`config.mk`:
```
export PLATFORM = sky130hd
export DESIGN_NAME = ctrl_pipeline_unit
export DESIGN_NICKNAME = d
export VERILOG_FILES = /design/src/rtl/ctrl_pkg.sv /design/src/rtl/ctrl_decoder.sv /design/src/rtl/ctrl_pipeline_unit.sv
export SDC_FILE = /design/constraint.sdc
export NUM_CORES = 1
export LEC_CHECK = 0
export ABC_CLOCK_PERIOD_IN_PS = 2900
export BUFFER_PORTS_ARGS = -buffer_cell sky130_fd_sc_hd__buf_2
export CORE_MARGIN = 5
export CORE_UTILIZATION = 35
export DETAILED_ROUTE_END_ITERATION = 10
export PLACE_DENSITY_LB_ADDON = 0.08
export SYNTH_ARGS = -nofsm -noshare
export SYNTH_HDL_FRONTEND = slang
export SYNTH_SLANG_ARGS = --single-unit
```
`constraint.sdc`:
```
create_clock -name clock -period 2.9 [get_ports clock]
set_clock_uncertainty 0.2 [all_clocks]
set_input_delay 0.435 -clock clock [delete_from_list [all_inputs] [get_ports clock]]
set_output_delay 0.435 -clock clock [all_outputs]
set_load 0.005 [all_outputs]
```
`src/rtl/ctrl_pkg.sv`:
```
// ctrl_pkg: shared opcodes, bundle layout and control bundle type for the pipeline control unit.
package ctrl_pkg;
  localparam int W_OP      = 6;
  localparam int W_FUNCT   = 6;
  localparam int W_REG     = 5;
  localparam int W_REGDEST = 2;
  localparam int W_MEM     = 6;
  localparam int W_WB      = 3;
  localparam logic [W_OP-1:0] OP_RTYPE = 6'b000000;
  localparam logic [W_OP-1:0] OP_ADDI  = 6'b001000;
  localparam logic [W_OP-1:0] OP_LW    = 6'b100011;
  localparam logic [W_OP-1:0] OP_LWU   = 6'b100111;
  localparam logic [W_OP-1:0] OP_LH    = 6'b100001;
  localparam logic [W_OP-1:0] OP_LHU   = 6'b100101;
  localparam logic [W_OP-1:0] OP_LB    = 6'b100000;
  localparam logic [W_OP-1:0] OP_LBU   = 6'b100100;
  localparam logic [W_OP-1:0] OP_SW    = 6'b101011;
  localparam logic [W_OP-1:0] OP_SH    = 6'b101001;
  localparam logic [W_OP-1:0] OP_SB    = 6'b101000;
  localparam logic [W_OP-1:0] OP_BEQ   = 6'b000100;
  localparam logic [W_OP-1:0] OP_BNE   = 6'b000101;
  localparam logic [W_OP-1:0] OP_JAL   = 6'b000011;
  localparam logic [W_FUNCT-1:0] FN_JR = 6'b001000;
  localparam int MEM_SIGN    = 5;
  localparam int MEM_READ    = 4;
  localparam int MEM_WRITE   = 3;
  localparam int WB_REGWRITE = 2;
  localparam logic [W_REGDEST-1:0] RD_RD  = 2'b00;
  localparam logic [W_REGDEST-1:0] RD_RT  = 2'b01;
  localparam logic [W_REGDEST-1:0] RD_R31 = 2'b10;
  typedef struct packed {
    logic [W_REGDEST-1:0] reg_dest;
    logic                 tipe_i;
    logic                 branch;
    logic [W_MEM-1:0]     mem;
    logic [W_WB-1:0]      wb;
  } ctrl_t;
  function automatic ctrl_t ld_ctrl(input logic [W_MEM-1:0] m);
    return '{RD_RT, 1'b1, 1'b0, m, 3'b101};
  endfunction
  function automatic ctrl_t st_ctrl(input logic [W_MEM-1:0] m);
    return '{RD_RD, 1'b1, 1'b0, m, 3'b000};
  endfunction
endpackage

```
`src/rtl/ctrl_decoder.sv`:
```
// ctrl_decoder: combinational opcode/funct to control bundle table.
module ctrl_decoder
  import ctrl_pkg::*;
(
  input  logic [W_OP-1:0]    i_opcode,
  input  logic [W_FUNCT-1:0] i_funct,
  output ctrl_t              o_ctrl,
  output logic               o_illegal,
  output logic               o_uses_rt
);
  always_comb begin
    o_ctrl    = '0;
    o_illegal = 1'b0;
    o_uses_rt = 1'b0;
    case (i_opcode)
      OP_RTYPE: begin
        o_ctrl.branch = i_funct == FN_JR;
        o_ctrl.wb     = i_funct == FN_JR ? 3'b000 : 3'b100;
        o_uses_rt     = 1'b1;
      end
      OP_ADDI: o_ctrl = '{RD_RT, 1'b1, 1'b0, 6'b0, 3'b100};
      OP_LW:   o_ctrl = ld_ctrl(6'b110100);
      OP_LWU:  o_ctrl = ld_ctrl(6'b010100);
      OP_LH:   o_ctrl = ld_ctrl(6'b110010);
      OP_LHU:  o_ctrl = ld_ctrl(6'b010010);
      OP_LB:   o_ctrl = ld_ctrl(6'b110001);
      OP_LBU:  o_ctrl = ld_ctrl(6'b010001);
      OP_SW: begin o_ctrl = st_ctrl(6'b001100); o_uses_rt = 1'b1; end
      OP_SH: begin o_ctrl = st_ctrl(6'b001010); o_uses_rt = 1'b1; end
      OP_SB: begin o_ctrl = st_ctrl(6'b001001); o_uses_rt = 1'b1; end
      OP_BEQ, OP_BNE: begin o_ctrl.branch = 1'b1; o_uses_rt = 1'b1; end
      OP_JAL:  o_ctrl = '{RD_R31, 1'b0, 1'b0, 6'b0, 3'b110};
      default: o_illegal = 1'b1;
    endcase
  end
endmodule

```
`src/rtl/ctrl_pipeline_unit.sv`:
```
// ctrl_pipeline_unit: ID decode, control bundle staging through EX/MEM/WB,
// load-use stall, flush bubbles and a saturating bubble counter.
module ctrl_pipeline_unit
  import ctrl_pkg::*;
#(
  parameter int NB_OP      = W_OP,
  parameter int NB_FUNCT   = W_FUNCT,
  parameter int NB_REG     = W_REG,
  parameter int N_REGDEST  = W_REGDEST,
  parameter int NB_MEM_SIG = W_MEM,
  parameter int NB_WB_SIG  = W_WB,
  parameter int NB_CNT     = 16
) (
  input  logic                  clock,
  input  logic                  reset,
  input  logic                  id_valid,
  input  logic [NB_OP-1:0]      opcode,
  input  logic [NB_FUNCT-1:0]   funct,
  input  logic [NB_REG-1:0]     rs,
  input  logic [NB_REG-1:0]     rt,
  input  logic [NB_REG-1:0]     rd,
  input  logic                  ex_flush,
  input  logic                  halt,
  output logic                  stall,
  output logic                  if_id_flush,
  output logic                  illegal,
  output logic                  ex_valid,
  output logic                  mem_valid,
  output logic                  wb_valid,
  output logic [N_REGDEST-1:0]  ex_regDest_signal,
  output logic                  ex_tipeI,
  output logic                  ex_branch,
  output logic [NB_MEM_SIG-1:0] ex_mem_signals,
  output logic [NB_MEM_SIG-1:0] mem_mem_signals,
  output logic [NB_WB_SIG-1:0]  ex_wb_signals,
  output logic [NB_WB_SIG-1:0]  mem_wb_signals,
  output logic [NB_WB_SIG-1:0]  wb_wb_signals,
  output logic [NB_REG-1:0]     ex_dest,
  output logic [NB_REG-1:0]     mem_dest,
  output logic [NB_REG-1:0]     wb_dest,
  output logic [NB_CNT-1:0]     bubble_count
);
  ctrl_t                 w_dec;
  logic                  w_illegal;
  logic                  w_uses_rt;
  logic                  w_take;
  logic [NB_REG-1:0]     w_dest;
  ctrl_t                 r_ex;
  logic                  r_ex_valid;
  logic [NB_REG-1:0]     r_ex_dest;
  logic                  r_mem_valid;
  logic [NB_MEM_SIG-1:0] r_mem_mem;
  logic [NB_WB_SIG-1:0]  r_mem_wb;
  logic [NB_REG-1:0]     r_mem_dest;
  logic                  r_wb_valid;
  logic [NB_WB_SIG-1:0]  r_wb_wb;
  logic [NB_REG-1:0]     r_wb_dest;
  logic [NB_CNT-1:0]     r_cnt;

  ctrl_decoder u_dec (
    .i_opcode (opcode),
    .i_funct  (funct),
    .o_ctrl   (w_dec),
    .o_illegal(w_illegal),
    .o_uses_rt(w_uses_rt)
  );

  assign w_dest = !w_dec.wb[WB_REGWRITE] ? '0 :
                  w_dec.reg_dest == RD_RT  ? rt :
                  w_dec.reg_dest == RD_R31 ? {NB_REG{1'b1}} : rd;
  // Flush and halt override the hazard so a squashed slot never counts twice.
  assign stall = id_valid & r_ex_valid & r_ex.mem[MEM_READ] & (r_ex_dest != '0) &
                 (r_ex_dest == rs | (r_ex_dest == rt & w_uses_rt)) & !ex_flush & !halt;
  assign if_id_flush = ex_flush & !halt;
  assign illegal     = id_valid & w_illegal;
  assign w_take      = id_valid & !w_illegal & !ex_flush & !stall;

  always_ff @(posedge clock) begin
    if (reset) begin
      r_ex        <= '0;
      r_ex_valid  <= 1'b0;
      r_ex_dest   <= '0;
      r_mem_valid <= 1'b0;
      r_mem_mem   <= '0;
      r_mem_wb    <= '0;
      r_mem_dest  <= '0;
      r_wb_valid  <= 1'b0;
      r_wb_wb     <= '0;
      r_wb_dest   <= '0;
      r_cnt       <= '0;
    end else if (!halt) begin
      r_ex        <= w_take ? w_dec : '0;
      r_ex_valid  <= w_take;
      r_ex_dest   <= w_take ? w_dest : '0;
      r_mem_valid <= r_ex_valid;
      r_mem_mem   <= r_ex.mem;
      r_mem_wb    <= r_ex.wb;
      r_mem_dest  <= r_ex_dest;
      r_wb_valid  <= r_mem_valid;
      r_wb_wb     <= r_mem_wb;
      r_wb_dest   <= r_mem_dest;
      if ((ex_flush | stall) & ~&r_cnt) r_cnt <= r_cnt + 1'b1;
    end
  end

  assign ex_valid          = r_ex_valid;
  assign ex_regDest_signal = r_ex.reg_dest;
  assign ex_tipeI          = r_ex.tipe_i;
  assign ex_branch         = r_ex.branch;
  assign ex_mem_signals    = r_ex.mem;
  assign ex_wb_signals     = r_ex.wb;
  assign ex_dest           = r_ex_dest;
  assign mem_valid         = r_mem_valid;
  assign mem_mem_signals   = r_mem_mem;
  assign mem_wb_signals    = r_mem_wb;
  assign mem_dest          = r_mem_dest;
  assign wb_valid          = r_wb_valid;
  assign wb_wb_signals     = r_wb_wb;
  assign wb_dest           = r_wb_dest;
  assign bubble_count      = r_cnt;
endmodule

```
After elaboration in Yosys (flattened, before gate mapping)
Cells that the tools add are included.

storage, ports and cells
  output and inout port bits = 62
  register bits after elaboration = 59
  logic and storage cells = 76

cells by class
  equal/unequal tests = 18
  multiplexer cells = 12
  reductions and logical operators = 14
  bitwise gates (word level) = 16
  add/sub/neg operators = 1

operators by type and width
  kind                     number
  $eq A6 B6 Y1 const B     9
  $pmux W6 S9              1
  $mux W5                  4
  $add A16 B1 Y16 const B  1
  $reduce_and A16 Y1       1
  $reduce_or A14 Y1        1
  $and A1 B1 Y1            13
  $mux W13                 1
  $eq A6 B3 Y1 const B     2
  $eq A6 B4 Y1 const B     2
  $pmux W3 S4              1
  $reduce_or A6 Y1         2
  $eq A5 B5 Y1             2
  $pmux W3 S3              1
  $reduce_or A7 Y1         1
  $eq A6 B2 Y1 const B     1
  $logic_not A6 Y1         1
  $reduce_bool A5 Y1       1
  $logic_not A1 Y1         4
  $mux W3                  1
  $reduce_or A3 Y1         1
  $eq A2 B1 Y1 const B     1
  $eq A2 B2 Y1 const B     1
  $mux W1                  2
  other kinds (5)          6

Longest topological paths before layout
  word-level depth = 11
  gate-level depth with buffers = 10

Hierarchy
Synthesis repeated with hierarchy kept, for this count alone.

second synthesis, totals
  cell total of the unflattened synthesis = 315
  area total of the unflattened synthesis = 2824.0 sq um

modules (own cells, without submodules)
  module              times used  sequential area each (sq um)  area an instance (sq um)  cells an instance
  ctrl_pipeline_unit  1           1181.1                        2573.7                    271
  ctrl_decoder        1           0.0                           250.2                     44

Worst setup path before layout
No wires, ideal clock.

  path kind = input-to-reg
  start point = input port halt
  end point = register r_cnt[11], in the netlist bubble_count[11]
  arrival time = 2.192 ns
  buffers on the path = 3
  stages = 9
  path slack = 0.387 ns
  path through = buf_6 -> nor3b_2 -> o2111a_1 -> nand4_1 -> and3_1 -> buf_6 -> buf_6 -> nor4b_1 -> mux2_2

on the way
  longest elaborated chain between the ends = 5
  elaborated cells on any way between the ends = 6

RTL lines
  element                          line                       text
  start: declaration               ctrl_pipeline_unit.sv:23   input logic halt,
  $logic_not A1 Y1                 n/a
  $and A1 B1 Y1                    ctrl_pipeline_unit.sv:73   (r_ex_dest == rs | (r_ex_dest == rt & w_uses_rt)) & !ex_flush & !halt;
  $or A1 B1 Y1                     ctrl_pipeline_unit.sv:102  if ((ex_flush | stall) & ~&r_cnt) r_cnt <= r_cnt + 1'b1;
  $and A1 B1 Y1                    ctrl_pipeline_unit.sv:102
  $reduce_and A2 Y1 (no line) (*)  n/a
  end signal: assignment           ctrl_pipeline_unit.sv:102
  end: declaration                 ctrl_pipeline_unit.sv:58   logic [NB_CNT-1:0] r_cnt;

Mark *: on every way between the ends. The rest lies on a longest branch, timed or not.
A chain may end at the register's enable or synchronous reset.

Worst setup path after layout
  start point = register r_ex_dest[3], in the netlist ex_dest[3]
  end point = register r_ex, in the netlist ex_mem_signals[5]

on the way
  longest elaborated chain between the ends = 9
  elaborated cells on any way between the ends = 12

RTL lines
  element                         line                      text
  start: declaration              ctrl_pipeline_unit.sv:50  logic [NB_REG-1:0] r_ex_dest;
  start signal: assignment        ctrl_pipeline_unit.sv:94  r_ex_dest <= w_take ? w_dest : '0;
  $eq A5 B5 Y1                    ctrl_pipeline_unit.sv:73
  $and A1 B1 Y1                   ctrl_pipeline_unit.sv:73
  $or A1 B1 Y1                    ctrl_pipeline_unit.sv:73
  $and A1 B1 Y1 (*)               ctrl_pipeline_unit.sv:72  assign stall = id_valid & r_ex_valid & r_ex.mem[MEM_READ] & (r_ex_dest != '0) &
  $and A1 B1 Y1 (*) (2 in a row)  ctrl_pipeline_unit.sv:73
  $logic_not A1 Y1 (*)            ctrl_pipeline_unit.sv:76  assign w_take = id_valid & !w_illegal & !ex_flush & !stall;
  $and A1 B1 Y1 (*)               ctrl_pipeline_unit.sv:76
  $mux W13 (*)                    ctrl_pipeline_unit.sv:92  r_ex <= w_take ? w_dec : '0;
  end signal: assignment          ctrl_pipeline_unit.sv:92
  end: declaration                ctrl_pipeline_unit.sv:48  ctrl_t r_ex;

Marks and branches as above.

==> metrics.cfg <==
[sta]
slew_violations=0
holdWs_ps=192
setup_viol=0
fmax_ghz=0.384
finalCritPeriodShare_pct=89.7
worstMarginPinSlew_ps=570
finalHoldViolCount=0
fin_crit_ps=2600
grt_setup_unrepaired=false
tns_ps=0
slew-limit-headroom_pct=61.7

[setup_path]
path_max_fanout=9
start_kind=register
timing.critical_path.to=ex_mem_signals[5]
cp-startpoint=ex_dest[3]
reg2reg_from=ex_dest[3]
ff2ff_setup_slack_ps=300
worstReg2RegEnd=ex_mem_signals[5]
critical_path_class=register to register
reg2reg_depth=7
worstPathArrival_ps=2630
crit_required_ps=2930
end_kind=register

[global_routing]
grt_pass1_vias=2588
grt_pass1_wl_um=12500
antenna_found_initial=0
track_usage_pct=15.7
overflow=0
grt_max_degree=40

[yosys]
yosysTopAreaCellShare_pct=42.3
synth.area.top_cells=dfxtp_1 (42%), mux2i_1 (8.6%), nor2_1 (5.5%), a21oi_1 (3.9%), nand2_1 (3.1%)
synthTopCellsByCount=dfxtp_1 (59), nor2_1 (41), mux2i_1 (24), nand2_1 (23), a21oi_1 (22)
async_flop_share_pct=0
yosysMostFrequentCell=dfxtp_1
synth_seq_cells=59
synthDistinctLibCells=53
syn_inst=313
synth_edf_count=0
synth_fp_nets=346
synth_area_mm2=0.00279
yosysWarnings=0
synth_ff_type=dfxtp_1
synth_top_area_cell=dfxtp_1
postSynthAreaPerCell_um2=8.92
yosysSeqAreaShare_pct=42.3

[die]
die_h_um=99.3
die-width_um=99.3
initial_core_util_pct=36.0
core_region_area_mm2=0.00777
rows=32
ios=94
die-area_mm2=0.00987

[route]
route.antenna.remaining_nets=0
drtIter0Drc=87
num_vias=2636
dr.pass1.iters=7
avgViaCountPerCell=5.15
drc_errors=0
wl_per_cell_um=15.0
drt_wl_total_um=7670

[power_and_ir_drop]
p_per_area_mw_per_mm2=498
p_leak_nw=1.62
finalPower_mw=1.78
irDropWorstVdd_v=0.000252

[clock_tree]
root_buffer=clkbuf_8
cts_resized=0
clk_pin_slew_worst_paths_ps=80
clock_sinks=59
post-cts-setup-buffer-count=0
cts_buffers=9
clock_path_buffers=2
cts_tree=done
clk_latency_ps=330
h-tree-depth=3
cts_hold_buf=0

[final_layout]
fillers=810
final_layout_size_suffix_gt1_share_pct=31.7
n_antenna_cell=0
nets=438
syn_to_final_growth_pct=27.9

[run]
cap_violations=0

[placed_design]
io_buffers=93
gp_congestion=0.878
hpwl_um=5670

[outcome]
status=completed

[min_path]
hp-class=input pin to register

==> through the flow <==
stage / util, % / instances / worst slack, ps / area, µm²
after floorplan: - / 313 / 387 / 2790
after global placement: 43.1 / 496 / 214 / 3350
after detailed placement: 43.1 / 496 / 182 / 3350
after CTS: 46.0 / 512 / 260 / 3570
after global routing: 46.0 / 512 / 124 / 3570
final: 46.0 / 512 / 297 / 3570
==> cell type report <==
| cell class | instances | area [µm²] | share of cell area (%) |
|---|---|---|---|
| Timing Repair Buffer | 104 | 548 | 15.3 |
| Clock inverter | 7 | 100 | 2.80 |
| Tap cell | 102 | 128 | 3.57 |
| Sequential cell | 59 | 1180 | 33.1 |
| Multi-Input combinational cell | 225 | 1470 | 41.1 |
| Inverter | 6 | 22.5 | 0.631 |
| Clock buffer | 9 | 124 | 3.47 |
==> cells by family after synthesis <==
logic type      share of synthesized area, %
flops                                   42.3
buf+inv                                 5.33
mux                                     9.81
simple gates                            22.8
compound gates                          16.1
xor+xnor                                3.14
fa+ha+maj                              0.448
==> how the worst min path moves through the flow <==
stage / startpoint / to / slack (ps) / depth (start not counted)
global placement: ex_branch / ex_branch / 260 / 2
finish: rd[4] / ex_dest[4] / 190 / 3
global route: rd[3] / ex_dest[3] / 190 / 3
floorplan: ex_regDest_signal[1] / ex_regDest_signal[1] / 260 / 2
CTS: rd[2] / ex_dest[2] / 180 / 3
detailed placement: ex_regDest_signal[1] / ex_regDest_signal[1] / 260 / 2
==> critical path, stage by stage (launching register included) <==
cell,delay [ps]
dfxtp_1,390
or4_1,520
o2111a_1,270
o2111ai_2,90
buf_4,160
and3_1,340
nand3_1,220
o31ai_1,290
==> where the power goes <==
part | leakage [nW] | switching, mW | internal (mW)
clock | 0.102 | 0.350 | 0.488
combinational | 1.04 | 0.0761 | 0.0495
sequential | 0.475 | 0.00265 | 0.812
total | 1.62 | 0.428 | 1.35
==> cell usage in the layout (no fill, tap or decap), types with 7 or more instances in the layout <==
cell type,netlist,final
buf_2,5,93
nand2_1,23,23
xor2_1,8,8
or4_1,8,8
nor2b_1,7,7
nand3_1,11,11
mux2i_1,24,24
dfxtp_1,59,59
o21ai_0,8,8
o31ai_1,9,9
buf_4,1,11
a21oi_1,22,22
clkbuf_8,0,9
nor2_1,41,41
==> sequential cells by signal, summed over array words and instances, names as in the netlist, 2 cells and up <==
name,count
wb_wb_signals,3
ex_regDest_signal,2
ex_wb_signals,3
wb_dest,5
mem_dest,5
mem_wb_signals,3
mem_mem_signals,6
bubble_count,16
ex_dest,5
ex_mem_signals,6
==> per-layer routing <==
metal	wire (µm)	GRT usage, %
met1	3460	20.1
met2	3750	26.1
met5	0	0
met3	375	3.37
met4	79	5.25
No activity file was read; power rests on OpenSTA's default activity.
